**config.mk**
```make
export PLATFORM = sky130hd
export DESIGN_NAME = ccff_chain_loader
export DESIGN_NICKNAME = d
export VERILOG_FILES = /design/src/rtl/ccff_chain_loader.sv
export SDC_FILE = /design/constraint.sdc
export NUM_CORES = 1
export LEC_CHECK = 0
export BUFFER_PORTS_ARGS = -buffer_cell sky130_fd_sc_hd__buf_2
export CAP_MARGIN = 15
export CORE_ASPECT_RATIO = 1.25
export CORE_MARGIN = 8
export CORE_UTILIZATION = 50
export CTS_CLUSTER_SIZE = 25
export DETAILED_ROUTE_END_ITERATION = 6
export MAX_ROUTING_LAYER = met4
export PLACE_DENSITY = 0.75
export SETUP_SLACK_MARGIN = 0.5
export SLEW_MARGIN = 5
export SYNTH_ARGS = -nofsm -noshare
export SYNTH_HDL_FRONTEND = slang
export SYNTH_SLANG_ARGS = --single-unit
```
**constraint.sdc**
```tcl
create_clock -name prog_clk -period 2.5 [get_ports prog_clk]
set_input_delay 0.125 -clock prog_clk [delete_from_list [all_inputs] [get_ports prog_clk]]
set_output_delay 0.125 -clock prog_clk [all_outputs]
set_load 0.05 [all_outputs]
```
**src/rtl/ccff_chain_loader.sv**
```systemverilog
// ccff_chain_loader: streams bitstream words MSB-first into a configuration flip-flop chain,
// optionally comparing the chain's returning bits against the stream to flag verify mismatches.
module ccff_chain_loader #(
  parameter int CHAIN_LEN = 8,
  parameter int WORD_W    = 8
) (
  input  logic              prog_clk,
  input  logic              pReset_n,
  input  logic              start,
  input  logic              verify,
  input  logic              abort,
  input  logic [WORD_W-1:0] s_data,
  input  logic              s_valid,
  output logic              s_ready,
  output logic              ccff_head,
  input  logic              ccff_tail,
  output logic              shift_en,
  output logic              busy,
  output logic              done,
  output logic              err
);
  localparam int BW = $clog2(CHAIN_LEN + 1);
  localparam int WW = $clog2(WORD_W + 1);
  localparam logic [BW-1:0] LAST_BIT = BW'(CHAIN_LEN - 1);
  typedef enum logic [1:0] {IDLE, FETCH, SHIFT, DONE} state_t;
  state_t            state_q, state_d;
  logic [WORD_W-1:0] sr_q, sr_d;
  logic [BW-1:0]     bit_cnt_q, bit_cnt_d;
  logic [WW-1:0]     word_cnt_q, word_cnt_d;
  logic              verify_q, verify_d;
  logic              err_q, err_d;
  always_comb begin
    state_d    = state_q;
    sr_d       = sr_q;
    bit_cnt_d  = bit_cnt_q;
    word_cnt_d = word_cnt_q;
    verify_d   = verify_q;
    err_d      = err_q;
    case (state_q)
      IDLE: if (start) begin
        state_d   = FETCH;
        verify_d  = verify;
        err_d     = 1'b0;
        bit_cnt_d = '0;
      end
      FETCH: if (abort) state_d = IDLE;
      else if (s_valid) begin
        sr_d       = s_data;
        word_cnt_d = WW'(WORD_W);
        state_d    = SHIFT;
      end
      SHIFT: begin
        sr_d       = sr_q << 1;
        bit_cnt_d  = bit_cnt_q + BW'(1);
        word_cnt_d = word_cnt_q - WW'(1);
        err_d      = err_q | (verify_q & (ccff_tail != sr_q[WORD_W-1]));
        // reaching the chain length wins over word exhaustion, dropping any leftover bits
        state_d    = abort ? IDLE : (bit_cnt_q == LAST_BIT) ? DONE : (word_cnt_q == WW'(1)) ? FETCH : SHIFT;
      end
      default: state_d = IDLE;
    endcase
  end
  always_ff @(posedge prog_clk or negedge pReset_n) begin
    if (!pReset_n) begin
      state_q    <= IDLE;
      sr_q       <= '0;
      bit_cnt_q  <= '0;
      word_cnt_q <= '0;
      verify_q   <= 1'b0;
      err_q      <= 1'b0;
    end else begin
      state_q    <= state_d;
      sr_q       <= sr_d;
      bit_cnt_q  <= bit_cnt_d;
      word_cnt_q <= word_cnt_d;
      verify_q   <= verify_d;
      err_q      <= err_d;
    end
  end
  assign s_ready   = state_q == FETCH;
  assign shift_en  = state_q == SHIFT;
  assign ccff_head = shift_en ? sr_q[WORD_W-1] : 1'b0;
  assign busy      = s_ready | shift_en;
  assign done      = state_q == DONE;
  assign err       = err_q;
endmodule

```
==> impl_metrics.yaml <==
worst_setup_path:
  crit_fanout: 28
  rr_startpoint: "state_q[0]"
  cpLargestDelayFamily: "buffers and inverters"
  rr_endpoint: "word_cnt_q[3]"
  cp.depth: 5
  cp.buffers_inverters: 3
  end_kind: "primary output"
  crit_end: "ccff_head"
  r2r_slack_ns: 0.76
  crit_type: "flop to primary output"
  setup.worst_path.start: "state_q[0]"
  cp.required_ns: 2.38
  r2r_cells: 7
  crit_chain: "inv_1, ha_1, buf_4, and2_2, buf_2"
  slowest_stage: "dfrtp_1"
  cp-start-kind: "flop"
  worstPathArrival_ns: 1.72
  slowest_delay_ns: 0.44
placed_design:
  place.gp.congestion: 0.751
  dp.cells: 169
  io_buffers: 20
  hpwl_um: 1790
  dpl_worst_slack_ns: 0.793
die:
  rows: 19
  initial_core_util_pct: 53.3
  die-area_um2: 4170
  num_io_pins: 21
  core_area_um2: 2210
  die_w_um: 59.4
  die_h_um: 70.3
drt:
  drc_errors: 0
  drtAntennaViolNets: 0
  wl_per_cell_um: 14.1
  dr.pass1.iters: 5
  routed_wirelength_um: 2460
  drt-vias-per-instance: 5.43
  first_iter_violations: 31
  vias: 944
pwr:
  power.total_w: 0.00158
  cellPowerDensity_nw_per_um2: 1190
  p_leak_nw: 0.628
  ir_drop_v: 0.000756
sta:
  skew_ns: 0.00113
  setup_viol: 0
  rsz0062_at_grt: "false"
  clock.fmax_mhz: 542
  slew_headroom_pct: 69.3
  worst_slew_pin_slew_ns: 0.460
  worst_slack_ns: 0.654
  hold_viol_final: 0
  slew_violations: 0
  tns_ns: 0
  fin_crit_sh_pct: 73.8
  min_period_ns: 1.85
clock_tree:
  cts_buffer_depth: 2
  cts_sinks: 20
  path_clk_slew_ns: 0.12
  clk_root_buffer_cell: "clkbuf_4"
  cts_made_buffers: 3
  cts_tree: "built"
  ctsHoldBuffers: 1
  post-cts-setup-buffers: 0
  clk_latency_ns: 0.30
  cts_resized: 0
  h-tree-depth: 1
synth:
  syn_nets: 144
  ys_async_sr_fraction_pct: 100
  post-synth-top-area-cell: "dfrtp_1"
  synth_edf_count: 0
  syn_avg_cell_area_um2: 9.65
  netlist_instances: 122
  ys_seq_elements: 20
  ys_types: 36
  synth_area_um2: 1180
  synth_common_cells: "20 x dfrtp_1, 15 x nand2_1, 14 x o21ai_0"
  yosys_warnings: 0
  synth.most_common_cell: "dfrtp_1"
  ys.flop_type: "dfrtp_1"
  yosysTopAreaCellShare_pct: 42.5
  synth_area_leaders: "dfrtp_1 43%, mux2i_1 8.5%, ha_1 7.4%"
  seq_area_frac_synth_pct: 42.5
global_routing:
  grt_usage_pct: 12.9
  grt_pass1_wl_um: 4180
  grt_pass1_vias: 979
  grt_overflow_total: 0
  grt_max_degree: 29
  antenna_found_initial: 0
finish:
  syn2layout_area_growth_pct: 13.5
  drive_gt1_share_pct: 21.7
  nFillCells: 199
  layout.cells.non_filler: 174
  fin_nets: 166
  diodes: 0
  postLayoutCoreUtil_pct: 60.4
job:
  maxCapViolations: 0
outcome:
  outcome: "finished, final reports clean"
hold_path:
  hp-class: "input pin to flop"
report_power, final:
part           leakage [nW]  switching (W)  internal, W
registers             0.257       0.000101     0.000450
logic                 0.351       0.000534     0.000309
clock network        0.0210       0.000103    0.0000889
state kept, by name (all words and copies together) (netlist names):
| name | cells |
|---|---|
| err | 1 |
| state_q | 2 |
| verify_q | 1 |
| sr_q | 8 |
| word_cnt_q | 4 |
| bit_cnt_q | 4 |
per-stage QoR:
step / instance area [µm²] / hold slack, ns
after floorplan: 1180 / -0.171
after global placement: 1290 / 0.0942
after detailed placement: 1290 / 0.100
after CTS: 1340 / 0.0457
after global routing: 1340 / 0.0373
final: 1340 / 0.0463
cell type report:
class | instances | area (µm²) | share of cell area, %
clock buffers | 4 | 36.3 | 2.72
inverters | 8 | 30.0 | 2.25
multi-input cells | 88 | 606 | 45.3
flip-flops and latches | 20 | 500 | 37.5
well taps | 31 | 38.8 | 2.90
repair buffers | 23 | 125 | 9.36
metal layers:
metal | vias to the layer above | GRT usage (%) | share of wire [%]
li1 | 465 | - | -
met3 | 8 | 3.66 | 5.2
met1 | 440 | 13.9 | 43
met4 | 0 | 5.87 | 2.4
met5 | - | - | 0
met2 | 31 | 20.9 | 50
layout by cell type (no fill, tap or decap), types with 3 or more instances in the layout:
| cell | n |
|---|---|
| a21oi_1 | 3 |
| a22o_1 | 3 |
| buf_2 | 20 |
| clkbuf_4 | 3 |
| dfrtp_1 | 20 |
| ha_1 | 7 |
| inv_1 | 7 |
| mux2i_1 | 10 |
| nand2_1 | 15 |
| nand2b_1 | 5 |
| nor2_1 | 3 |
| nor2b_1 | 3 |
| o21ai_0 | 14 |
worst min-delay path by stage:
stage                     depth (start not counted)  slack [ns]  startpoint      endpoint
final                                             2        0.05      verify      verify_q
after CTS                                         2        0.05      verify      verify_q
after floorplan                                   0       -0.17    pReset_n  bit_cnt_q[0]
after global routing                              2        0.04      verify      verify_q
after global placement                            1        0.09    pReset_n    state_q[0]
after detailed placement                          1        0.10    pReset_n    state_q[0]
cells by family (layout without fill, tap and decap cells):
family | after synthesis | count (layout) | synth area share [%]
adder cells (fa/ha/maj) | 7 | 7 | 7.44
multiplexers | 11 | 11 | 9.46
AO/OA/AOI/OAI | 29 | 29 | 15.7
buffers and inverters | 14 | 35 | 6.16
XOR/XNOR | 2 | 2 | 1.49
AND/OR/NAND/NOR | 39 | 39 | 17.2
flip-flops | 20 | 20 | 42.5
No activity file was read; power rests on OpenSTA's default activity.
